$ cat src/rtl/gpu_primitive_sequencer.sv
// GP0 primitive sequencer: decodes polygon/rectangle/fill packets into load strobes and raster issues.
// Optional issued-primitive counter enabled by defining GPU_SEQ_PRIMCOUNT_EN.
module gpu_primitive_sequencer #(
  parameter int CNT_W = 16
) (
  input  logic        i_clk,
  input  logic        i_nRst,
  input  logic        i_fifoValid,
  input  logic [31:0] i_fifoData,
  output logic        o_fifoRead,
  output logic        o_validData,
  output logic [31:0] o_data,
  output logic [7:0]  o_command,
  output logic [1:0]  o_targetVertex,
  output logic        o_loadVertices,
  output logic        o_loadUV,
  output logic        o_loadRGB,
  output logic        o_loadAllRGB,
  output logic        o_loadCoord1,
  output logic        o_loadSize,
  output logic [1:0]  o_loadSizeParam,
  output logic        o_loadRectEdge,
  output logic        o_isVertexLoadState,
  output logic        o_primIssue,
  output logic [1:0]  o_primKind,
  input  logic        i_rasterDone,
  output logic        o_busy
`ifdef GPU_SEQ_PRIMCOUNT_EN
  ,
  output logic [CNT_W-1:0] o_primCount
`endif
);

  typedef enum logic [2:0] {
    HEADER,
    COLOR,
    VERTEX,
    UV,
    SIZE,
    SETTLE,
    WAIT
  } stateT;

  stateT       state, stateNext;
  logic [7:0]  cmdReg, cmdNext;
  logic [1:0]  vtxIdx, vtxNext;

  logic        validNext, issueNext;
  logic [1:0]  kindNext, tgtNext, paramNext;
  logic        vtxLoadNext, uvLoadNext, rgbNext, allRgbNext, coord1Next;
  logic        sizeNext, rectEdgeNext, vlsNext;

  logic [7:0]  hdr;
  logic        isPoly, isRect, isFill;
  logic        gouraud, quad, textured;
  logic [1:0]  sizeCode, tgtNow;
  logic        polyLast, readState;

  // In HEADER the packet type comes from the word being popped, otherwise from the latched header.
  assign hdr      = (state == HEADER) ? i_fifoData[31:24] : cmdReg;
  assign isPoly   = (hdr[7:5] == 3'b001);
  assign isRect   = (hdr[7:5] == 3'b011);
  assign isFill   = (hdr == 8'h02);
  assign gouraud  = hdr[4];
  assign quad     = hdr[3];
  assign textured = hdr[2];
  assign sizeCode = hdr[4:3];
  assign tgtNow   = (vtxIdx == 2'd3) ? 2'd0 : vtxIdx;
  assign polyLast = (vtxIdx >= 2'd2);

  assign readState  = (state == HEADER) || (state == COLOR) || (state == VERTEX) ||
                      (state == UV) || (state == SIZE);
  assign o_fifoRead = i_fifoValid & readState;
  assign o_busy     = (state != HEADER);
  assign o_command  = cmdReg;

  always_comb begin
    stateNext    = state;
    cmdNext      = cmdReg;
    vtxNext      = vtxIdx;
    validNext    = o_fifoRead;
    issueNext    = 1'b0;
    kindNext     = 2'd0;
    tgtNext      = 2'd0;
    paramNext    = 2'd0;
    vtxLoadNext  = 1'b0;
    uvLoadNext   = 1'b0;
    rgbNext      = 1'b0;
    allRgbNext   = 1'b0;
    coord1Next   = 1'b0;
    sizeNext     = 1'b0;
    rectEdgeNext = 1'b0;
    vlsNext      = 1'b0;

    case (state)
      HEADER: begin
        if (o_fifoRead) begin
          cmdNext = i_fifoData[31:24];
          vtxNext = 2'd0;
          if (isPoly) begin
            rgbNext    = 1'b1;
            allRgbNext = !gouraud;
            stateNext  = VERTEX;
          end else if (isRect || isFill) begin
            rgbNext    = 1'b1;
            allRgbNext = 1'b1;
            stateNext  = VERTEX;
          end
        end
      end
      COLOR: begin
        if (o_fifoRead) begin
          rgbNext   = 1'b1;
          tgtNext   = tgtNow;
          stateNext = VERTEX;
        end
      end
      VERTEX: begin
        if (o_fifoRead) begin
          if (isFill) begin
            coord1Next = 1'b1;
            stateNext  = SIZE;
          end else if (isRect) begin
            vtxLoadNext = 1'b1;
            // Fixed-size rectangles derive their edges from the vertex word itself.
            if (sizeCode != 2'd0) begin
              sizeNext     = 1'b1;
              paramNext    = sizeCode;
              rectEdgeNext = 1'b1;
              vlsNext      = 1'b1;
            end
            if (textured)               stateNext = UV;
            else if (sizeCode == 2'd0)  stateNext = SIZE;
            else                        stateNext = SETTLE;
          end else begin
            vtxLoadNext = 1'b1;
            tgtNext     = tgtNow;
            if (textured) begin
              stateNext = UV;
            end else if (polyLast) begin
              stateNext = SETTLE;
            end else begin
              vtxNext   = vtxIdx + 2'd1;
              stateNext = gouraud ? COLOR : VERTEX;
            end
          end
        end
      end
      UV: begin
        if (o_fifoRead) begin
          uvLoadNext = 1'b1;
          if (isRect) begin
            stateNext = (sizeCode == 2'd0) ? SIZE : SETTLE;
          end else begin
            tgtNext = tgtNow;
            if (polyLast) begin
              stateNext = SETTLE;
            end else begin
              vtxNext   = vtxIdx + 2'd1;
              stateNext = gouraud ? COLOR : VERTEX;
            end
          end
        end
      end
      SIZE: begin
        if (o_fifoRead) begin
          sizeNext     = 1'b1;
          rectEdgeNext = isRect;
          stateNext    = SETTLE;
        end
      end
      SETTLE: begin
        issueNext = 1'b1;
        kindNext  = isRect ? 2'd1 : (isFill ? 2'd2 : 2'd0);
        stateNext = WAIT;
      end
      WAIT: begin
        // A done pulse coincident with the issue pulse belongs to a previous job and is ignored.
        if (i_rasterDone && !o_primIssue) begin
          if (isPoly && quad && (vtxIdx == 2'd2)) begin
            vtxNext   = 2'd3;
            stateNext = gouraud ? COLOR : VERTEX;
          end else begin
            stateNext = HEADER;
          end
        end
      end
      default: stateNext = HEADER;
    endcase
  end

  always_ff @(posedge i_clk or negedge i_nRst) begin
    if (!i_nRst) begin
      state               <= HEADER;
      cmdReg              <= 8'd0;
      vtxIdx              <= 2'd0;
      o_validData         <= 1'b0;
      o_data              <= 32'd0;
      o_targetVertex      <= 2'd0;
      o_loadVertices      <= 1'b0;
      o_loadUV            <= 1'b0;
      o_loadRGB           <= 1'b0;
      o_loadAllRGB        <= 1'b0;
      o_loadCoord1        <= 1'b0;
      o_loadSize          <= 1'b0;
      o_loadSizeParam     <= 2'd0;
      o_loadRectEdge      <= 1'b0;
      o_isVertexLoadState <= 1'b0;
      o_primIssue         <= 1'b0;
      o_primKind          <= 2'd0;
    end else begin
      state               <= stateNext;
      cmdReg              <= cmdNext;
      vtxIdx              <= vtxNext;
      o_validData         <= validNext;
      if (o_fifoRead) o_data <= i_fifoData;
      o_targetVertex      <= tgtNext;
      o_loadVertices      <= vtxLoadNext;
      o_loadUV            <= uvLoadNext;
      o_loadRGB           <= rgbNext;
      o_loadAllRGB        <= allRgbNext;
      o_loadCoord1        <= coord1Next;
      o_loadSize          <= sizeNext;
      o_loadSizeParam     <= paramNext;
      o_loadRectEdge      <= rectEdgeNext;
      o_isVertexLoadState <= vlsNext;
      o_primIssue         <= issueNext;
      o_primKind          <= kindNext;
    end
  end

`ifdef GPU_SEQ_PRIMCOUNT_EN
  logic [CNT_W-1:0] primCount;

  // Counts in step with the issue pulse so the new value is visible alongside it.
  always_ff @(posedge i_clk or negedge i_nRst) begin
    if (!i_nRst) begin
      primCount <= '0;
    end else if (issueNext) begin
      primCount <= primCount + CNT_W'(1);
    end
  end

  assign o_primCount = primCount;
`endif

endmodule
$ cat config.mk
export PLATFORM = sky130hd
export DESIGN_NAME = gpu_primitive_sequencer
export DESIGN_NICKNAME = d
export VERILOG_FILES = /design/src/rtl/gpu_primitive_sequencer.sv
export SDC_FILE = /design/constraint.sdc
export NUM_CORES = 1
export LEC_CHECK = 0
export BUFFER_PORTS_ARGS = -buffer_cell sky130_fd_sc_hd__buf_2
export CAP_MARGIN = 25
export CORE_MARGIN = 3
export CORE_UTILIZATION = 45
export CTS_CLUSTER_SIZE = 14
export DETAILED_ROUTE_END_ITERATION = 8
export PLACE_DENSITY = 0.74
export SLEW_MARGIN = 20
export SYNTH_ARGS = -nofsm -noshare
export SYNTH_HDL_FRONTEND = slang
export SYNTH_SLANG_ARGS = --single-unit
$ cat constraint.sdc
create_clock -name i_clk -period 1.9 [get_ports i_clk]
set_input_delay 0.19 -clock i_clk [delete_from_list [all_inputs] [get_ports i_clk]]
set_output_delay 0.19 -clock i_clk [all_outputs]
set_load 0.02 [all_outputs]
---- Word level (Yosys, flattened, before mapping) ----
Cells that the tools add are included.
word-level totals
  register bits after elaboration ......... 61
  bits of input ports ..................... 36
  output and inout port bits .............. 58
  word-level logic and storage cells ...... 130
operators by class
  eq/ne operators ......................... 23
  reduce and logical (&&, ||, !) cells .... 18
  order comparisons ....................... 1
  add/subtract/negate cells ............... 1
  bitwise logic cells ..................... 1
  multiplexer cells ....................... 69
operator list
  cell                   number
  $mux W2                26
  $mux W3                14
  $mux W1                22
  $ne A2 B2 Y1 const B   11
  $pmux W3 S7            1
  $reduce_and A10 Y1     1
  $eq A3 B2 Y1 const B   3
  $eq A3 B3 Y1 const B   3
  $eq A8 B2 Y1 const B   1
  $mux W8                1
  $pmux W2 S4            1
  $reduce_and A7 Y1      1
  $eq A3 B1 Y1 const B   2
  $pmux W1 S2            3
  $pmux W2 S3            1
  $logic_or A1 B1 Y1     5
  $eq A2 B2 Y1 const B   2
  $reduce_bool A4 Y1     1
  $logic_and A1 B1 Y1    3
  $logic_not A3 Y1       1
  $ne A3 B2 Y1 const B   1
  $reduce_bool A3 Y1     1
  $add A2 B1 Y2 const B  1
  $ge A2 B2 Y1 const B   1
  other kinds (5)        6

---- Depth between registers and ports, before layout ----
Gate-level depths: netlist of the first run.
  depth in word-level cells ............... 9
  gate-level depth with buffers ........... 7
  gate-level depth less buffers ........... 7

---- Worst setup path after synthesis of the first run ----
Ideal clock, no wire load.
  path type ............................... flip-flop to flip-flop
  start point ............................. reg cmdReg[5] (netlist: o_command[5])
  end point ............................... reg vtxIdx[1]
  data arrival time ....................... 1.782 ns
  clock period less this slack ............ 1.907 ns
  library setup time ...................... 0.125 ns
  required time ........................... 1.775 ns
  stages on the path, launching flop included .. 6
  path buffers ............................ 0
  setup slack ............................. -0.007 ns
  path through ............................ dfrtp_1 nor4b_1 nand3_1 o32a_1 o21ai_1 mux2_2
between the ends
  word-level cells in the longest chain between the ends .. 6
  elaborated cells on any way between the ends .. 11
  classes of those cells .................. eq/ne (7); mux (1); reduce/logical (3)
RTL lines
  what                                     RTL line  text
  start, declared                          45        logic [7:0] cmdReg, cmdNext;
  start signal, assigned                   213       cmdReg <= cmdNext;
  $mux W8 (*)                              60        assign hdr = (state == HEADER) ? i_fifoData[31:24] : cmdReg;
  $eq A3 B1 Y1                             61        assign isPoly = (hdr[7:5] == 3'b001);
  $logic_and A1 B1 Y1 (2 in series)        180       if (isPoly && quad && (vtxIdx == 2'd2)) begin
  $ne A2 B2 Y1 (no source line)            n/a
  $reduce_and A10 Y1 (no source line) (*)  n/a
  end signal, assigned                     214       vtxIdx <= vtxNext;
  end, declared                            46        logic [1:0] vtxIdx, vtxNext;
Mark *: on every way between the ends. The rest lies on a longest branch, timed or not.
A chain may end at the register's enable or synchronous reset.

---- Worst setup path after layout of the first run ----
  start point ............................. reg state[1]
  end point ............................... reg vtxIdx[0]
between the ends
  word-level cells in the longest chain between the ends .. 8
  elaborated cells on any way between the ends .. 29
  classes of those cells .................. eq/ne (17); mux (2); bitwise (1); reduce/logical (9)
RTL lines
  what                                                     RTL line    text
  start, declared                                          44          stateT state, stateNext;
  start signal, assigned                                   212         state <= stateNext;
  $eq A3 B1 Y1 / $logic_not A3 Y1 (equally long branches)  71, 60, 95
  $logic_or A1 B1 Y1 (3 in series)                         71          assign readState = (state == HEADER) || (state == COLOR) || (state == VERTEX) ||
  $logic_or A1 B1 Y1                                       72          (state == UV) || (state == SIZE);
  $and A1 B1 Y1                                            73          assign o_fifoRead = i_fifoValid & readState;
  $ne A2 B2 Y1 (no source line)                            n/a
  $reduce_and A10 Y1 (no source line)                      n/a
Several ways; a longest one is shown, not always the timed one.

==> results_dict.tcl, run 1 <==
set metrics [dict create \
    relSlewSlack_pct 77.0 \
    die_w_um 84.0 \
    p_per_area_nw_per_um2 1440 \
    fin_ws_ps 95.1 \
    antenna_found_initial 0 \
    path_clk_slew_ps 70 \
    fin_cells 422 \
    die_h_um 84.0 \
    grt_max_degree 34 \
    place_inst 405 \
    status "completed" \
    crit_chain "nor3_4 -> buf_4 -> inv_2 -> mux2_2 -> a2bb2oi_1 -> a32o_1" \
    drcViolationCount 0 \
    syn2layout_area_growth_pct 34.7 \
    synth_cell_types 46 \
    std_cell_rows 27 \
    synthTopCellsByCount "61 x dfrtp_1, 42 x mux2_2, 19 x nand2_1" \
    boundaryPins 94 \
    min_period_over_period_pct 95.0 \
    cp_slowest_stage_delay_ps 410 \
    drive_gt1_share_pct 52.9 \
    ys_async_sr_fraction_pct 100 \
    grt_pass1_wl_mm 11.1 \
    hold_viol_final 0 \
    vias_per_cell 5.21 \
    worst-endpoint-arrival_ps 2030 \
    routed_wirelength_mm 6.64 \
    place.gp.congestion 0.869 \
    cp_slowest_cell "dfrtp_1" \
    synth_edf_count 0 \
    place_worst_setup_slack_ps 16.8 \
    dp_hpwl_mm 4.96 \
    crit_required_ps 2120 \
    vias 2198 \
    power_w 0.00532 \
    syn_inst 228 \
    synth_most_common_cell "dfrtp_1" \
    yosysTopAreaCellShare_pct 55.8 \
    final_max_slew_viol_count 0 \
    synth-seq-cells 61 \
    nets 384 \
    ant_nets 0 \
    finalSetupViolations 0 \
    wl_per_cell_um 15.7 \
    h-tree-depth 3 \
    ys.flop_type "dfrtp_1" \
    yosysTopAreaCell "dfrtp_1" \
    crit_path_start_kind "flip-flop" \
    root_buffer "clkbuf_8" \
    timing.critical_path.buf_inv 2 \
    portBuffers 93 \
    clock-sinks 61 \
    cts_buffers 9 \
    syn-num-nets 267 \
    rsz0062_at_grt "false" \
    yosys_warnings 0 \
    maxCapViolCount 0 \
    critical_path_class "flip-flop to flip-flop" \
    yosysSeqAreaShare_pct 55.8 \
    vdd_ir_drop_max_v 0.000766 \
    leakage_nw 1.81 \
    clockBufferDepth 2 \
    insertion_delay_ps 330 \
    diodes 0 \
    core_region_area_sq_um 5710 \
    grt_overflow 0 \
    min_path_type "input port to flip-flop" \
    grt_use_total_pct 19.7 \
    die_area_sq_um 7050 \
    worst_pin_slew_ps 341 \
    drt-pass1-iter-count 4 \
    start_util_pct 47.9 \
    cpLargestDelayFamily "compound AO/OA/AOI/OAI gates" \
    n_fill_cell 459 \
    cts_tree "built" \
    tns_ps 0 \
    grt_pass1_vias 2269 \
    synth.avg_cell_area_sq_um 12.0 \
    timing.fmax_mhz 554 \
    drt-initial-drc-count 192 \
    synth_area_leaders "dfrtp_1 56%, mux2_2 17%, nand2_1 2.6%" \
    cp_max_fo 9 \
    fin_crit_ps 1800 \
    crit_path_end_kind "flip-flop" \
    finalClockSkew_ps 10.7 \
    syn_area_sq_um 2740 \
]
where the power goes:
part / switching (W) / total, W / internal [W]
logic: 0.00133 / 0.00235 / 0.00103
registers: 0.000217 / 0.00185 / 0.00163
clock network: 0.000511 / 0.00111 / 0.000603
sequential cells by signal, indices dropped and copies added (netlist names), 2 cells and up:
name and count:
o_data 32, o_command 8, state 3, o_loadSizeParam 2, o_primKind 2, o_targetVertex 2
vtxIdx 2
cell usage in the layout, fill, tap and decap left out, types with 3 or more instances in the layout:
| master | synthesis | final |
|---|---|---|
| nor2b_1 | 4 | 4 |
| buf_4 | 0 | 18 |
| nor2_1 | 8 | 8 |
| inv_1 | 8 | 8 |
| buf_2 | 4 | 93 |
| nor3_1 | 3 | 3 |
| a31oi_1 | 3 | 3 |
| dfrtp_2 | 0 | 3 |
| clkbuf_8 | 0 | 9 |
| nor4_1 | 5 | 3 |
| nand4_1 | 4 | 4 |
| a21oi_1 | 7 | 7 |
| o21ai_0 | 6 | 6 |
| ha_1 | 3 | 3 |
| nand3_1 | 5 | 5 |
| mux2_2 | 42 | 42 |
| nand2_1 | 19 | 19 |
| dfrtp_1 | 61 | 58 |
worst register-to-register path: cells and delay by family, from the launching register on:
family	cells	cell delay, ps
AOI/OAI and AO/OA	2	420
buffers and inverters	2	270
DFF	1	410
muxes	1	340
and+or+nand+nor	1	260
worst paths after layout:
check                                    start           end  slack [ps]  cells past startpoint
worst max-delay path                  state[1]     vtxIdx[0]         100                      6
worst min-delay path            i_fifoData[14]    o_data[14]          80                      2
worst max register to register        state[1]     vtxIdx[0]         100                      6
worst min register to register       o_data[6]     o_data[6]         500                      1
max in group asynchronous               i_nRst  o_command[5]        1140                      3
min in group asynchronous               i_nRst    o_data[15]         190                      2
repair_timing:
action                                 CTS  global route
hold buffers                             1             0
resized for setup                        0            11
endpoints found under the hold margin   61             0
buffers inserted                         0             0
setup endpoints to repair                0             5
metrics by stage:
stage / hold WS (ps) / utilization, % / instance area [sq um]
final: 81.9 / 64.5 / 3680
after global routing: 70.6 / 64.5 / 3680
after CTS: 70.0 / 63.7 / 3640
after detailed placement: 13.3 / 60.2 / 3430
after global placement: 4.43 / 60.2 / 3430
after floorplan: -106 / - / 2740
final cells by class:
| class | count | area, sq um | share of cell area, % |
|---|---|---|---|
| sequential | 61 | 1530 | 41.5 |
| multi-input combinational | 148 | 1170 | 31.6 |
| timing repair buffer | 116 | 673 | 18.3 |
| clock buffer | 10 | 128 | 3.46 |
| tap | 72 | 90.1 | 2.44 |
| clock inverter | 6 | 63.8 | 1.73 |
| inverter | 9 | 33.8 | 0.917 |
layer usage:
metal | vias to the layer above | GRT usage [%] | routed length (um)
li1 | 1050 | - | -
met1 | 1068 | 24.3 | 2700
met2 | 73 | 33.0 | 3430
met3 | 7 | 5.43 | 435
met4 | 0 | 7.02 | 70
met5 | - | 0 | 0
cell families after synthesis:
logic type	after synthesis	synth area share, %
compound gates	34	8.19
fa+ha+maj	3	1.37
buf+inv	19	3.06
flops	61	55.8
mux	44	18.0
simple gates	67	13.6
No activity file was read; power rests on OpenSTA's default activity.
==> run 2, diff against run 1 <==
--- a/config.mk
+++ b/config.mk
@@ -5,10 +5,11 @@
 export SDC_FILE = /design/constraint.sdc
 export NUM_CORES = 1
 export LEC_CHECK = 0
+export ABC_AREA = 1
 export BUFFER_PORTS_ARGS = -buffer_cell sky130_fd_sc_hd__buf_2
 export CAP_MARGIN = 25
 export CORE_MARGIN = 3
-export CORE_UTILIZATION = 45
+export CORE_UTILIZATION = 46
 export CTS_CLUSTER_SIZE = 14
 export DETAILED_ROUTE_END_ITERATION = 8
 export PLACE_DENSITY = 0.74
==> run 2 against run 1 <==
Compared with the run above: clock skew shrank 1.1 ps; cell area grew 2.6%; maximum frequency shrank 2.4%; core utilization shrank 2.9 points; critical path depth grew 1; die area grew 6.9%; critical endpoint is now o_fifoRead; first-iteration DRC count shrank 16%; setup slack lost 43 ps; largest cell class unchanged; synthesized cell count grew 61%; sequential cell count is the same.
==> results_dict.tcl, run 2 <==
set metrics [dict create \
    wl_per_cell_um 12.9 \
    grt_pass1_wl_mm 12.0 \
    grt_use_total_pct 20.5 \
    yosysTopAreaCell "dfrtp_1" \
    vdd_ir_drop_max_v 0.000829 \
    synth.avg_cell_area_sq_um 8.19 \
    cp_max_fo 9 \
    clockBufferDepth 2 \
    worst_pin_slew_ps 486 \
    drive_gt1_share_pct 31.9 \
    power_w 0.00575 \
    rsz0062_at_grt "true" \
    wl_met3_um 709 \
    yosys_warnings 0 \
    combPwrFrac_pct 51.0 \
    status "completed" \
    final_common_cell "nand2_1" \
    top_layer "met4" \
    hold_viol_final 0 \
    synth-seq-cells 61 \
    cts_setup_buffers 0 \
    drt-pass1-iter-count 4 \
    routed_wirelength_mm 7.13 \
    min_path_type "input port to flip-flop" \
    met1_length_mm 3.20 \
    drcViolationCount 0 \
    drt-initial-drc-count 162 \
    die_w_um 86.8 \
    switchingPower_w 0.00270 \
    synth_most_common_cell "nand2_1" \
    syn_area_sq_um 3000 \
    p_sw_share_pct 46.9 \
    maxCapViolCount 0 \
    crit_required_ps 1710 \
    cp_slowest_stage_delay_ps 450 \
    std_cell_rows 28 \
    grt_overflow 0 \
    syn2layout_area_growth_pct 25.8 \
    ys.flop_type "dfrtp_1" \
    finalSetupViolations 0 \
    place.gp.congestion 0.966 \
    worst-endpoint-arrival_ps 1660 \
    cp_slowest_cell "dfrtp_1" \
    crit_path_end_kind "output port" \
    finalClockSkew_ps 9.62 \
    relSlewSlack_pct 67.6 \
    crit_path_start_kind "flip-flop" \
    crit_chain "nor2_4 -> inv_1 -> nand2_1 -> nand2_4 -> inv_1 -> buf_4 -> buf_2" \
    start_util_pct 49.0 \
    cts_tree "built" \
    die_h_um 86.8 \
    dp_hpwl_mm 5.46 \
    syn_inst 367 \
    synthTopCellsByCount "139 x nand2_1, 61 x dfrtp_1, 32 x inv_1" \
    fin_ws_ps 51.6 \
    largest_register_ffs 32 \
    cts_buffers 9 \
    top_register "o_data" \
    p_int_w 0.00305 \
    grt_pass1_vias 2615 \
    syn-num-nets 406 \
    portBuffers 93 \
    min_period_over_period_pct 97.3 \
    final_cell_mix "138 x nand2_1, 93 x buf_2, 61 x dfrtp_1" \
    n_fill_cell 551 \
    seqPwrFrac_pct 32.2 \
    ys_async_sr_fraction_pct 100 \
    synth_cell_types 31 \
    clock-sinks 61 \
    nets 513 \
    vias 2704 \
    synth_edf_count 0 \
    synth_area_leaders "dfrtp_1 51%, nand2_1 17%, nand3_1 4.7%" \
    ant_nets 0 \
    insertion_delay_ps 340 \
    regArea_sq_um 1530 \
    tns_ps 0 \
    diodes 0 \
    h-tree-depth 3 \
    timing.critical_path.buf_inv 4 \
    yosysSeqAreaShare_pct 50.8 \
    path_clk_slew_ps 70 \
    yosysTopAreaCellShare_pct 50.8 \
    grt_max_degree 30 \
    multi_input_area_sq_um 1280 \
    antenna_found_initial 0 \
    core_region_area_sq_um 6130 \
    critical_path_class "flip-flop to output port" \
    wl_met2_mm 3.08 \
    leakage_nw 2.13 \
    fin_crit_ps 1850 \
    p_per_area_nw_per_um2 1520 \
    die_area_sq_um 7540 \
    vias_per_cell 4.88 \
    place_worst_setup_slack_ps 102 \
    timing.fmax_mhz 541 \
    final_max_slew_viol_count 0 \
    boundaryPins 94 \
    root_buffer "clkbuf_8" \
    clkPwrFrac_pct 16.8 \
    path_common_cell "inv_1" \
    cpLargestDelayFamily "buffers and inverters" \
]
==> run 2: cell count changes in the layout (fill, tap and decap cells not counted), moves of 4 or more <==
cell / delta
buf_4: -6
inv_1: +24
mux2_2: -42
nand2_1: +119
nand2_2: +9
nand2_4: +11
nand3_1: +23
nor2_1: +16
nor2_4: +4
nor2b_1: -4
o21ai_0: +13
==> run 2: metrics by stage <==
step	utilization, %	hold slack, ps	instances	area, sq um
finish	61.7	35.5	554	3780
global route	61.7	40.3	554	3780
CTS	61.5	21.4	554	3770
detailed placement	58.7	175	537	3600
global placement	58.7	164	537	3600
floorplan	-	-106	367	3000
==> run 2: path summary, 6_finish.rpt <==
kind | startpoint | end | slack (ps) | depth (start not counted)
worst max-delay path | state[0] | o_fifoRead | 50 | 7
worst min-delay path | i_fifoData[1] | o_data[1] | 40 | 3
worst max register to register | state[0] | state[1] | 100 | 11
worst min register to register | o_data[20] | o_data[20] | 470 | 2
max in group asynchronous | i_nRst | o_targetVertex[0] | 990 | 3
min in group asynchronous | i_nRst | o_data[3] | 350 | 2
==> run 2: power groups by stage <==
stage / clock network (W) / logic (W) / registers, W
after global routing: 0.00106 / 0.00323 / 0.00190
after detailed placement: 0 / 0.00292 / 0.00187
after global placement: 0 / 0.00287 / 0.00186
after floorplan: 0 / 0.00173 / 0.00226
final: 0.000963 / 0.00293 / 0.00185
after CTS: 0.000996 / 0.00293 / 0.00185
==> run 2: logic make-up (layout without fill, tap and decap cells) <==
| logic type | count (synthesis) | in the layout | share of synthesized area [%] |
|---|---|---|---|
| AOI/OAI and AO/OA | 30 | 30 | 5.75 |
| adders and majority gates | 3 | 3 | 1.25 |
| buffers and inverters | 46 | 158 | 6.91 |
| DFF | 61 | 61 | 50.8 |
| and+or+nand+nor | 227 | 227 | 35.3 |
==> run 2: final cells by class <==
| class | instances | area share [%] |
|---|---|---|
| multi-input combinational | 260 | 33.8 |
| clock inverter | 4 | 0.662 |
| tap | 75 | 2.48 |
| inverter | 35 | 3.61 |
| timing repair buffer | 107 | 15.5 |
| sequential | 61 | 40.4 |
| clock buffer | 12 | 3.57 |
==> run 2: repair_timing <==
item                                    in CTS  in global routing
endpoints found under the setup margin       1                 10
gates cloned                                 0                  0
hold buffers                                 1                  0
endpoints found under the hold margin       19                  0
resized for setup                            1                  2
==> run 2: routing by layer <==
metal	up-vias	global-route usage [%]
li1	1358	-
met3	15	6.08
met5	-	0
met4	0	9.35
met2	127	31.1
met1	1204	26.9
==> run 2: worst min-delay path: stages <==
cell	delay, ps
buf_2	70
nand2_1	40
nand2_1	40
==> run 3, diff against run 2 <==
--- a/config.mk
+++ b/config.mk
@@ -8,11 +8,12 @@
 export ABC_AREA = 1
 export BUFFER_PORTS_ARGS = -buffer_cell sky130_fd_sc_hd__buf_2
 export CAP_MARGIN = 25
+export CORE_ASPECT_RATIO = 0.5
 export CORE_MARGIN = 3
 export CORE_UTILIZATION = 46
 export CTS_CLUSTER_SIZE = 14
 export DETAILED_ROUTE_END_ITERATION = 8
-export PLACE_DENSITY = 0.74
+export PLACE_DENSITY = 0.86
 export SLEW_MARGIN = 20
 export SYNTH_ARGS = -nofsm -noshare
 export SYNTH_HDL_FRONTEND = slang
==> run 3 against run 2 <==
Compared with the run above: largest power group unchanged; largest cell class unchanged; via count increased by 2.8%; clock power increased by 81%; routed wire length increased by 7.8%.
==> results_dict.tcl, run 3 (synthesized netlist as in run 2, its figures left out) <==
set metrics [dict create \
    status "completed" \
    grt_use_total_pct 21.3 \
    largest_register_ffs 32 \
    crit_path_end_kind "output port" \
    std_cell_rows 20 \
    clock-sinks 61 \
    min_period_over_period_pct 96.3 \
    grt_pass1_wl_mm 12.9 \
    vias_per_cell 4.88 \
    grt_max_degree 29 \
    fin_ws_ps 69.8 \
    tns_ps 0 \
    die_h_um 63.1 \
    drive_gt1_share_pct 33.4 \
    dp_hpwl_mm 5.72 \
    hold_viol_final 0 \
    drt-pass1-iter-count 5 \
    rsz0062_at_grt "true" \
    final_max_slew_viol_count 0 \
    cts_buffers 9 \
    min_path_type "input port to flip-flop" \
    worst_pin_slew_ps 496 \
    drt-initial-drc-count 222 \
    crit_path_start_kind "flip-flop" \
    cts_tree "built" \
    grt_pass1_vias 2680 \
    critical_path_class "flip-flop to output port" \
    nets 516 \
    finalClockSkew_ps 4.03 \
    place_worst_setup_slack_ps -26.0 \
    final_common_cell "nand2_1" \
    portBuffers 93 \
    boundaryPins 94 \
    place_area_sq_um 3620 \
    place.gp.congestion 0.921 \
    top_register "o_data" \
    leakage_nw 2.23 \
    p_per_area_nw_per_um2 1670 \
    die_area_sq_um 7600 \
    timing.fmax_mhz 546 \
    maxCapViolCount 0 \
    wl_per_cell_um 13.5 \
    finalSetupViolations 0 \
    crit_chain "nor2_4 -> inv_1 -> nand2_1 -> nand2_2 -> inv_1 -> buf_6 -> buf_4" \
    vdd_ir_drop_max_v 0.000680 \
    die_w_um 120 \
    ant_nets 0 \
    cp_slowest_cell "dfrtp_2" \
    crit_required_ps 1710 \
    start_util_pct 48.6 \
    antenna_found_initial 0 \
    fin_crit_ps 1830 \
    grt_overflow 0 \
    insertion_delay_ps 320 \
    core_region_area_sq_um 6180 \
    cp_slowest_stage_delay_ps 440 \
    relSlewSlack_pct 66.9 \
    routed_wirelength_mm 7.68 \
    final_area_sq_um 3990 \
    path_clk_slew_ps 50 \
    syn2layout_area_growth_pct 32.9 \
    drcViolationCount 0 \
    h-tree-depth 3 \
    path_common_cell "inv_1" \
    final_cell_mix "138 x nand2_1, 92 x buf_2, 59 x dfrtp_1" \
    root_buffer "clkbuf_16" \
    vias 2780 \
    cp_max_fo 7 \
    clockBufferDepth 2 \
    diodes 0 \
    worst-endpoint-arrival_ps 1640 \
]
-- run 3: repair_timing --
action	CTS	global route
hold endpoints to repair	22	0
pin swaps	1	1
setup buffers	2	0
gates cloned	0	0
hold buffers	1	0
resized for setup	0	7
endpoints found under the setup margin	4	11
-- run 3: layout make-up --
| cell class | count | area, sq um |
|---|---|---|
| Fill cell | 543 | 2190 |
| Sequential cell | 61 | 1530 |
| Multi-Input combinational cell | 260 | 1280 |
| Timing Repair Buffer | 110 | 618 |
| Clock buffer | 10 | 239 |
| Inverter | 35 | 134 |
| Tap cell | 88 | 110 |
| Clock inverter | 6 | 86.3 |
-- run 3: metal layers --
metal | vias up | part of all wire [%] | global-route usage (%)
li1 | 1367 | - | -
met1 | 1300 | 46 | 29.4
met2 | 109 | 46 | 33.8
met3 | 4 | 7.6 | 6.01
met4 | 0 | 0.22 | 4.80
met5 | - | 0 | 0
-- run 3: stage by stage --
stage          utilization [%]  hold slack (ps)  power, W  instances
6_report                  64.6             58.3   0.00668        570
5_1_grt                   64.6             63.0   0.00714        570
4_1_cts                   64.3             53.9   0.00666        570
3_5_place_dp              58.6              190   0.00483        551
3_3_place_gp              58.6              184   0.00477        551
2_1_floorplan                -             -106   0.00399        367
-- run 3: report_power, final --
| group | internal [W] | total, W | switching, W | leakage, nW |
|---|---|---|---|---|
| combinational | 0.000993 | 0.00307 | 0.00208 | 1.30 |
| clock | 0.00118 | 0.00174 | 0.000559 | 0.158 |
| sequential | 0.00165 | 0.00187 | 0.000222 | 0.769 |
| total | 0.00382 | 0.00668 | 0.00286 | 2.23 |
-- run 3: path summary, 6_finish.rpt --
kind                       slack (ps)  depth (start not counted)      startpoint         end
max                                70                          7        state[1]  o_fifoRead
min                                60                          3  i_fifoData[21]  o_data[21]
max reg2reg                        90                         12        state[1]    state[0]
min reg2reg                       470                          2      o_data[14]  o_data[14]
max in group asynchronous         850                          3          i_nRst    state[1]
min in group asynchronous         380                          2          i_nRst  o_data[14]
-- run 3: worst max-delay path, delay by kind of cell, from the launching register on --
kind                   cells  cell delay [ps]
buffers and inverters      4              470
AND/OR/NAND/NOR            3              420
flip-flops                 1              440
